## config.mk

```make
export PLATFORM = sky130hd
export DESIGN_NAME = yc_config_sequencer_flat
export DESIGN_NICKNAME = d
export VERILOG_FILES = /design/src/rtl/yc_config_sequencer_if.sv /design/src/rtl/yc_config_sequencer.sv /design/src/flat_wrapper.sv
export SDC_FILE = /design/constraint.sdc
export NUM_CORES = 1
export LEC_CHECK = 0
export CORE_MARGIN = 5
export CORE_UTILIZATION = 45
export CTS_BUF_LIST = sky130_fd_sc_hd__clkbuf_4 sky130_fd_sc_hd__clkbuf_8 sky130_fd_sc_hd__clkbuf_16
export DETAILED_ROUTE_END_ITERATION = 10
export PLACE_DENSITY = 0.74
export SYNTH_ARGS = -nofsm -noshare
export SYNTH_HDL_FRONTEND = slang
export SYNTH_SLANG_ARGS = --single-unit
```

## constraint.sdc

```tcl
create_clock -name clk -period 2.6 [get_ports clk]
set_input_delay 0.65 -clock clk [delete_from_list [all_inputs] [get_ports clk]]
set_output_delay 0.65 -clock clk [all_outputs]
set_load 0.1 [all_outputs]
```

## src/rtl/yc_config_sequencer_if.sv

```systemverilog
// yc_config_sequencer_if: request inputs, vsync and active encoder configuration outputs
interface yc_config_sequencer_if;
  logic        vsync;
  logic        req_pal;
  logic        req_yc_en;
  logic        req_mul_flag;
  logic [4:0]  req_chroma_add;
  logic [4:0]  req_chroma_mul;
  logic [39:0] chroma_phase_inc;
  logic        palflag;
  logic        mulflag;
  logic [4:0]  chromaadd;
  logic [4:0]  chromamul;
  logic        yc_en;
  logic        mute;
  logic        busy;
  logic [7:0]  apply_count;
  modport master (
    output vsync, req_pal, req_yc_en, req_mul_flag, req_chroma_add, req_chroma_mul,
    input  chroma_phase_inc, palflag, mulflag, chromaadd, chromamul, yc_en, mute, busy, apply_count
  );
  modport slave (
    input  vsync, req_pal, req_yc_en, req_mul_flag, req_chroma_add, req_chroma_mul,
    output chroma_phase_inc, palflag, mulflag, chromaadd, chromamul, yc_en, mute, busy, apply_count
  );
endinterface

```

## src/rtl/yc_config_sequencer.sv

```systemverilog
// yc_config_sequencer: debounces requested Y/C settings and applies them atomically on vsync under mute
module yc_config_sequencer #(
  parameter int unsigned SETTLE_FRAMES = 2,
  parameter int unsigned MUTE_FRAMES   = 2,
  parameter logic [39:0] NTSC_INC      = 40'd45812728099,
  parameter logic [39:0] PAL_INC       = 40'd45812728235
) (
  input logic                  clk,
  input logic                  reset_n,
  yc_config_sequencer_if.slave bus
);
  localparam logic [3:0] SF = 4'(SETTLE_FRAMES);
  localparam logic [3:0] MF = 4'(MUTE_FRAMES);
  typedef enum logic [2:0] {IDLE, SETTLE, BLANK_WAIT, APPLY, HOLD} state_t;
  state_t      state_q, state_d;
  logic [12:0] req, active_q, active_d, shadow_q, shadow_d;
  logic [3:0]  scnt_q, scnt_d, mcnt_q, mcnt_d;
  logic [7:0]  cnt_q, cnt_d;
  logic        mute_q, mute_d, vs_q, vs_rise;
  assign req     = {bus.req_pal, bus.req_yc_en, bus.req_mul_flag, bus.req_chroma_add, bus.req_chroma_mul};
  assign vs_rise = bus.vsync & ~vs_q;
  assign {bus.palflag, bus.yc_en, bus.mulflag, bus.chromaadd, bus.chromamul} = active_q;
  assign bus.chroma_phase_inc = active_q[12] ? PAL_INC : NTSC_INC;
  assign bus.mute        = mute_q;
  assign bus.busy        = state_q != IDLE;
  assign bus.apply_count = cnt_q;
  // state, counters, shadow/active copies and vsync delay; reset aborts any sequence in flight
  always_ff @(posedge clk or negedge reset_n) begin
    if (!reset_n) begin
      state_q  <= IDLE;
      active_q <= '0;
      shadow_q <= '0;
      scnt_q   <= '0;
      mcnt_q   <= '0;
      cnt_q    <= '0;
      mute_q   <= 1'b0;
      vs_q     <= 1'b0;
    end else begin
      state_q  <= state_d;
      active_q <= active_d;
      shadow_q <= shadow_d;
      scnt_q   <= scnt_d;
      mcnt_q   <= mcnt_d;
      cnt_q    <= cnt_d;
      mute_q   <= mute_d;
      vs_q     <= bus.vsync;
    end
  end
  // next state: a request change restarts the debounce and beats any same-cycle vsync edge
  always_comb begin
    state_d  = state_q;
    active_d = active_q;
    shadow_d = shadow_q;
    scnt_d   = scnt_q;
    mcnt_d   = mcnt_q;
    cnt_d    = cnt_q;
    mute_d   = mute_q;
    case (state_q)
      IDLE: if (req != active_q) begin
        state_d  = SETTLE;
        shadow_d = req;
        scnt_d   = '0;
      end
      SETTLE: if (req != shadow_q) begin
        shadow_d = req;
        scnt_d   = '0;
      end else if (req == active_q) state_d = IDLE;
      else if (scnt_q == SF) state_d = BLANK_WAIT;
      else if (vs_rise) scnt_d = scnt_q + 4'd1;
      BLANK_WAIT: if (req != shadow_q) begin
        state_d  = SETTLE;
        shadow_d = req;
        scnt_d   = '0;
      end else if (vs_rise) begin
        state_d = APPLY;
        mute_d  = 1'b1;
      end
      APPLY: begin
        state_d  = HOLD;
        active_d = shadow_q;
        cnt_d    = cnt_q + 8'd1;
        mcnt_d   = '0;
      end
      HOLD: if (mcnt_q == MF) begin
        state_d = IDLE;
        mute_d  = 1'b0;
      end else if (vs_rise) mcnt_d = mcnt_q + 4'd1;
      default: state_d = IDLE;
    endcase
  end
endmodule

```

## src/flat_wrapper.sv

```systemverilog
// flat-port wrapper written by rule: the top's interface ports become plain ports
module yc_config_sequencer_flat 
#(
  parameter int unsigned SETTLE_FRAMES = 2,
  parameter int unsigned MUTE_FRAMES   = 2,
  parameter logic [39:0] NTSC_INC      = 40'd45812728099,
  parameter logic [39:0] PAL_INC       = 40'd45812728235
)
  (clk, reset_n, bus_vsync, bus_req_pal, bus_req_yc_en, bus_req_mul_flag, bus_req_chroma_add, bus_req_chroma_mul, bus_chroma_phase_inc, bus_palflag, bus_mulflag, bus_chromaadd, bus_chromamul, bus_yc_en, bus_mute, bus_busy, bus_apply_count);
  yc_config_sequencer_if bus_i ();
  input logic clk;
  input logic reset_n;
  input wire logic [$bits(bus_i.vsync)-1:0] bus_vsync;
  input wire logic [$bits(bus_i.req_pal)-1:0] bus_req_pal;
  input wire logic [$bits(bus_i.req_yc_en)-1:0] bus_req_yc_en;
  input wire logic [$bits(bus_i.req_mul_flag)-1:0] bus_req_mul_flag;
  input wire logic [$bits(bus_i.req_chroma_add)-1:0] bus_req_chroma_add;
  input wire logic [$bits(bus_i.req_chroma_mul)-1:0] bus_req_chroma_mul;
  output wire logic [$bits(bus_i.chroma_phase_inc)-1:0] bus_chroma_phase_inc;
  output wire logic [$bits(bus_i.palflag)-1:0] bus_palflag;
  output wire logic [$bits(bus_i.mulflag)-1:0] bus_mulflag;
  output wire logic [$bits(bus_i.chromaadd)-1:0] bus_chromaadd;
  output wire logic [$bits(bus_i.chromamul)-1:0] bus_chromamul;
  output wire logic [$bits(bus_i.yc_en)-1:0] bus_yc_en;
  output wire logic [$bits(bus_i.mute)-1:0] bus_mute;
  output wire logic [$bits(bus_i.busy)-1:0] bus_busy;
  output wire logic [$bits(bus_i.apply_count)-1:0] bus_apply_count;
  assign bus_i.vsync = bus_vsync;
  assign bus_i.req_pal = bus_req_pal;
  assign bus_i.req_yc_en = bus_req_yc_en;
  assign bus_i.req_mul_flag = bus_req_mul_flag;
  assign bus_i.req_chroma_add = bus_req_chroma_add;
  assign bus_i.req_chroma_mul = bus_req_chroma_mul;
  assign bus_chroma_phase_inc = bus_i.chroma_phase_inc;
  assign bus_palflag = bus_i.palflag;
  assign bus_mulflag = bus_i.mulflag;
  assign bus_chromaadd = bus_i.chromaadd;
  assign bus_chromamul = bus_i.chromamul;
  assign bus_yc_en = bus_i.yc_en;
  assign bus_mute = bus_i.mute;
  assign bus_busy = bus_i.busy;
  assign bus_apply_count = bus_i.apply_count;
  yc_config_sequencer #(.SETTLE_FRAMES(SETTLE_FRAMES), .MUTE_FRAMES(MUTE_FRAMES), .NTSC_INC(NTSC_INC), .PAL_INC(PAL_INC)) u_core (.clk(clk), .reset_n(reset_n), .bus(bus_i));
endmodule
```

==> results of run 1 <==
[state kept, by name (all words and copies together) (netlist names)]
name / count
u_core.active_q: 13
u_core.bus.apply_count: 8
u_core.bus.mute: 1
u_core.mcnt_q: 4
u_core.scnt_q: 4
u_core.shadow_q: 13
u_core.state_q: 3
u_core.vs_q: 1
[worst paths after layout]
kind	to	slack, ns
max in group asynchronous	u_core.scnt_q[1]$_DFFE_PN0P_	1.74
hold reg to reg	u_core.bus.apply_count[7]$_DFFE_PN0P_	0.49
setup reg to reg	u_core.shadow_q[7]$_DFFE_PN0P_	0.57
hold / removal	u_core.active_q[9]$_DFFE_PN0P_	0.43
min in group clk	u_core.bus.apply_count[7]$_DFFE_PN0P_	0.49
setup / recovery	u_core.shadow_q[0]$_DFFE_PN0P_	0.06
[final cells by class]
cell class,instances,share of cell area [%]
inverter,6,0.619
sequential,47,32.3
clock inverter,1,0.206
clock buffer,5,1.89
tap,80,2.75
multi-input combinational,288,44.4
timing repair buffer,80,17.8
[stage by stage]
stage	setup TNS, ns	util (%)	cell area [µm²]
2_1_floorplan	0	-	3210
3_3_place_gp	-3.03	52.8	3540
3_5_place_dp	-3.63	52.8	3540
4_1_cts	0	53.9	3620
5_1_grt	0	54.2	3640
6_report	0	54.2	3640
[cells by family after synthesis]
kind of cell,after synthesis,share of synthesized area [%]
simple gates,167,26.2
buf+inv,67,13.6
flops,47,38.2
compound gates,41,9.03
xor+xnor,35,9.97
fa+ha+maj,5,2.03
other cells,2,0.244
mux,2,0.651
[cells in the final DEF (no fill, tap or decap), types with 2 or more instances in the layout]
cell type and instances:
a41oi_1 13, nor3b_1 2, a21oi_1 15, nor2_1 15, mux2i_1 2, o2bb2ai_1 2
clkbuf_8 5, xnor2_1 9, o22a_1 2, nor3_1 5, nand2_1 78, and3_1 3
o21ai_0 4, nand3_1 8, xor2_1 26, or2_1 2, inv_1 6, nand2b_1 3
ha_1 5, buf_4 63, nor4_1 4, nand4_1 42, conb_1 38, clkdlybuf4s50_1 14
dfrtp_1 47, o21ai_1 2
[cells in the mapped netlist]
master	number
a2111oi_0	1
a21boi_0	1
a21oi_1	15
a41oi_1	13
and2_1	1
and3_1	3
buf_2	5
buf_4	41
buf_6	1
clkbuf_1	14
conb_1	2
dfrtp_1	47
ha_1	5
inv_1	6
mux2i_1	2
nand2_1	78
nand2b_1	3
nand3_1	8
nand4_1	42
nor2_1	15
nor2b_1	1
nor3_1	5
nor3b_1	2
nor4_1	4
o21ai_0	4
o21ai_1	2
o22a_1	2
o2bb2ai_1	2
o31ai_1	1
or2_1	2
or2_2	1
or3_4	1
or3b_2	1
xnor2_1	9
xor2_1	26
[power breakdown]
group          internal (mW)  switching, mW
registers              0.741         0.0162
clock network          0.179          0.237
logic                 0.0571          0.296
total                  0.977          0.549
[per-layer routing]
metal,share of wire [%],GRT usage (%)
met5,0,0
met4,2.3,7.08
met3,7.9,3.09
met2,48,30.0
met1,42,23.3
[timing repair]
| item | CTS | global route |
|---|---|---|
| gates resized for setup | 0 | 2 |
| setup endpoints to repair | 0 | 14 |
| hold endpoints to repair | 0 | 0 |
| setup buffers | 0 | 2 |
| hold buffers | 0 | 0 |
[worst max-delay path: stages]
cell             delay (ns)
clkdlybuf4s50_1        0.45
buf_4                  0.17
xor2_1                 0.17
nor4_1                 0.30
nand3_1                0.24
or3_4                  0.49
nand4_1                0.14
nand4_1                0.11
==> run metrics, run 1 <==
Peak VDD IR=roughly 260 µV; first-pass GRT wire length=about 13000 µm; CTS Buf Count=5; multi-input logic area=1620 µm²; vias in the first global route=approximately 2700; DR pass1 iterations=5; status=finished, final reports clean; worst r2r path cells=8; crit path time final=about 2.5 ns; die area=8590 µm²; Arrival @ worst endpoint=between 2 and 3 ns; routability cong.=0.834; Slew HR=around 59%; H-tree depth=2; final worst-path setup slack=roughly 0.056 ns; Row Count=30; register area=about 1200 µm²; Slew Limit Fails=0; antenna violations before repair=0; WL final=about 7600 µm; CTS tree=built; clk_skew=between 0.01 and 0.015 ns; critical path capture point type=flip-flop; fraction of layout cells with a size suffix above 1=~18%; Tot Pwr=1.53 mW; Place WS=-0.267 ns; Hold Path Class=in -> async; die height=between 90 and 100 µm; register area share after synthesis=38.2%; chip width=92.7 µm; Leak=between 1.5 and 2 nW; ranking of synthesized cells by area=dfrtp_1 (38%), buf_4 (10%), nand2_1 (9.5%); Mapped Area=~3000 µm²; fmax=slightly below 400 MHz; flops & latches, synth=between 40 and 50; DR WL/cell=~15 µm; largest net degree at the start of global routing=48; initial DRC count=307; CP Max Fanout=13; Syn Inst Count=approximately 370; diode count=0; Fillers=~610; worst setup path start=bus_req_chroma_add[4]; root buf cell=clkbuf_8; post-DP HPWL=approximately 5500 µm; Max Cap Viol=0; placed cells=about 500; final hold vios=0; GRT Util Overall=a little under a fifth; CP startpoint kind=input pin; Synth area leader=dfrtp_1; num ports=79; clk_lat worst skew=0.30 ns; Buffers on Ports=40; Net count, final=between 400 and 500; CTS Sinks=47; P per Cell Area=approximately 420 nW/µm²; reg2reg start=u_core.shadow_q[10]$_DFFE_PN0P_; worst-margin pin slew=0.614 ns; WP data required=2.77 ns; via count=2756; Residual DRC=0; Tcrit/Tclk final=between 90 and 100%; worst-case clock buffer depth=2; drt via density=5.44; RSZ-0062 raised after global routing=no; Yosys cell types=35; synthesized area per cell=between 8 and 9 µm²; final-report setup violation count=0; Layout area overhead=18.4%; Synth top area share=38.2%; non-filler instance count after layout=roughly 510; DRT antenna net count=0; initial core utilization=a little under half; Clock transition at path regs=around 0.09 ns; Ys Warns=0; GRT overflow=0; WS Path Type=in -> reg; Core ar.=approximately 6700 µm²; Worst Hold Slack=around 0.43 ns
Power figures use the tool's default switching activity.
==> run 2: changes to the inputs <==
CORE_ASPECT_RATIO = 0.8   (was default)
==> run metrics, run 2 (synthesized netlist as in run 1, its figures left out) <==
CTS Buf Count=5 (unchanged); Place WS=-0.342 ns (-0.0753 ns); WS Path Type=in -> reg; Net Sw Frac=33.3% (-2.6 points); worst-case clock buffer depth=2 (unchanged); Leak=1.80 nW (+1.4%); CP Max Fanout=13 (unchanged); TNS Setup=0 ns (unchanged); Critical Path Slowest Stage Cell=or3_4; Tot Pwr=1.77 mW (+16%); final cell utilization of the core=55.0% (+0.83 points); clock power share=37.2% (+10 points); fmax=396 MHz (+0.61%); die height=83.9 µm (-9.4%); Row Count=27 (-10%); die area=8600 µm² (+0.11%); via count=2833 (+2.8%); commonest non-fill, non-tap cell in the layout=nand2_1; Clock transition at path regs=0.10 ns (about the same); CP Capture Point=u_core.shadow_q[11]$_DFFE_PN0P_; initial DRC count=247 (-20%); worst-margin pin slew=0.620 ns (+0.00611 ns); DRT antenna net count=0 (unchanged); slowest stage delay, CP=0.52 ns (+0.03 ns); reg2reg end=u_core.shadow_q[7]$_DFFE_PN0P_; Buffers on Ports=40 (unchanged); Core ar.=6760 µm² (+0.56%); critical path capture point type=flip-flop; Slew Limit Fails=0 (unchanged); fraction of layout cells with a size suffix above 1=18.4% (+0.85 points); multi-input logic area=1630 µm² (+0.70%); Arrival @ worst endpoint=2.72 ns (about the same); final-report setup violation count=0 (unchanged); Final Cell Area=3720 µm² (+2.1%); root buf cell=clkbuf_8; delay-heaviest family, CP=simple AND/OR/NAND/NOR gates; Net count, final=449 (unchanged); most frequent cells in the layout=nand2_1 (78), buf_4 (64), dfrtp_1 (47), nand4_1 (42), conb_1 (38); Slew HR=58.7% (-0.41 points); DR WL/cell=15.7 µm (+4.1%); CTS Sinks=47 (unchanged); num ports=79 (unchanged); CP Cell Sequence=clkdlybuf4s50_1, buf_4, xor2_1, nor4_2, nand3_1, or3_4, nand4_1, nand4_1; Peak VDD IR=243 µV (-5.5%); worst r2r path cells=8 (unchanged); GRT overflow=0 (unchanged); WP data required=2.79 ns (+0.02 ns); WL final=8090 µm (+6.0%); clk_skew=0.00562 ns (-0.00466 ns); DP Area=3560 µm² (+0.46%); routability cong.=0.890 (+6.7%); post-DP HPWL=5770 µm (+5.3%); Tcrit/Tclk final=97.2% (-0.59 points); final worst-path setup slack=0.0718 ns (+0.0154 ns); Psw=0.591 mW (+7.8%); largest net degree at the start of global routing=28 (-42%); first-pass GRT wire length=13000 µm (+4.0%); CTS tree=built; sequential power share=42.7% (-6.9 points); chip width=102 µm (+11%); R2R setup slack=0.51 ns (-0.06 ns); Int Pwr=1.18 mW (+21%); CP startpoint kind=input pin; antenna violations before repair=0 (unchanged); register area=1180 µm² (unchanged); reg2reg start=u_core.shadow_q[1]$_DFFE_PN0P_; DR pass1 iterations=5 (unchanged); Crit path buffers/inverters=2 (unchanged); P per Cell Area=477 nW/µm² (+14%); H-tree depth=2 (unchanged); CP Depth=8 (unchanged); most used cell, CP=nand4_1; Fillers=625 (+2.1%); Layout area overhead=20.9%; worst setup path start=bus_req_chroma_add[4]; GRT Util Overall=18.7% (+0.64 points); drt via density=5.49 (+1.0%); Max Cap Viol=0 (unchanged); initial core utilization=45.5% (-0.25 points); diode count=0 (unchanged); final hold vios=0 (unchanged); vias in the first global route=2725 (+2.8%); clk_lat worst skew=0.31 ns (about the same); combinational power share=20.0% (-3.1 points); status=finished, final reports clean; crit path time final=2.53 ns (-0.0154 ns); Hold Path Class=in -> async; hold buffers post-CTS=0 (unchanged); Residual DRC=0 (unchanged)
==> run 2: power groups by stage <==
stage	clock [mW]	sequential (mW)	combinational, mW
after floorplan	0	0.768	0.318
after global placement	0	0.771	0.351
after detailed placement	0	0.772	0.351
after CTS	0.662	0.757	0.352
after global routing	0.692	0.760	0.371
final	0.661	0.758	0.355
==> run 2: layout make-up <==
cell class,count,area share (%)
clock buffer,5,1.85
clock inverter,3,1.82
inverter,6,0.606
multi-input combinational,288,43.8
sequential,47,31.6
tap,87,2.93
timing repair buffer,80,17.4
==> run 2: worst register-to-register path: stages (launching register included) <==
cell and delay, ns:
dfrtp_1 0.45, xor2_1 0.20, nor4_1 0.32, nand4_1 0.23, buf_4 0.29, nand2_1 0.16, buf_4 0.18, nand4_1 0.11
nand4_1 0.09
==> run 2: repair_timing <==
action	CTS	global route
resized for setup	0	2
endpoints found under the hold margin	0	0
endpoints found under the setup margin	0	17
setup buffers	0	1
==> run 2: how the worst min path moves through the flow <==
stage / to / cells past startpoint / start / slack (ns)
4_1_cts: u_core.mcnt_q[0]$_DFFE_PN0P_ / 1 / reset_n / 0.37
5_1_grt: u_core.shadow_q[2]$_DFFE_PN0P_ / 1 / reset_n / 0.41
3_5_place_dp: u_core.bus.apply_count[7]$_DFFE_PN0P_ / 1 / u_core.bus.apply_count[7]$_DFFE_PN0P_ / 0.48
3_3_place_gp: u_core.bus.apply_count[7]$_DFFE_PN0P_ / 1 / u_core.bus.apply_count[7]$_DFFE_PN0P_ / 0.47
6_report: u_core.mcnt_q[0]$_DFFE_PN0P_ / 1 / reset_n / 0.34
2_1_floorplan: u_core.active_q[0]$_DFFE_PN0P_ / 0 / reset_n / 0.35
==> run 2: per-stage QoR <==
stage | hold WS, ns | cells
2_1_floorplan | 0.354 | 402
5_1_grt | 0.405 | 516
6_report | 0.340 | 516
3_3_place_gp | 0.469 | 507
4_1_cts | 0.370 | 515
3_5_place_dp | 0.478 | 507
==> run 2: routing by layer <==
metal	vias to the layer above	share of wire (%)	GRT usage, %
met1	1332	42	25.7
met2	163	47	29.3
met4	0	2.3	6.79
met5	-	0	0
met3	20	8.8	2.92
li1	1318	-	-
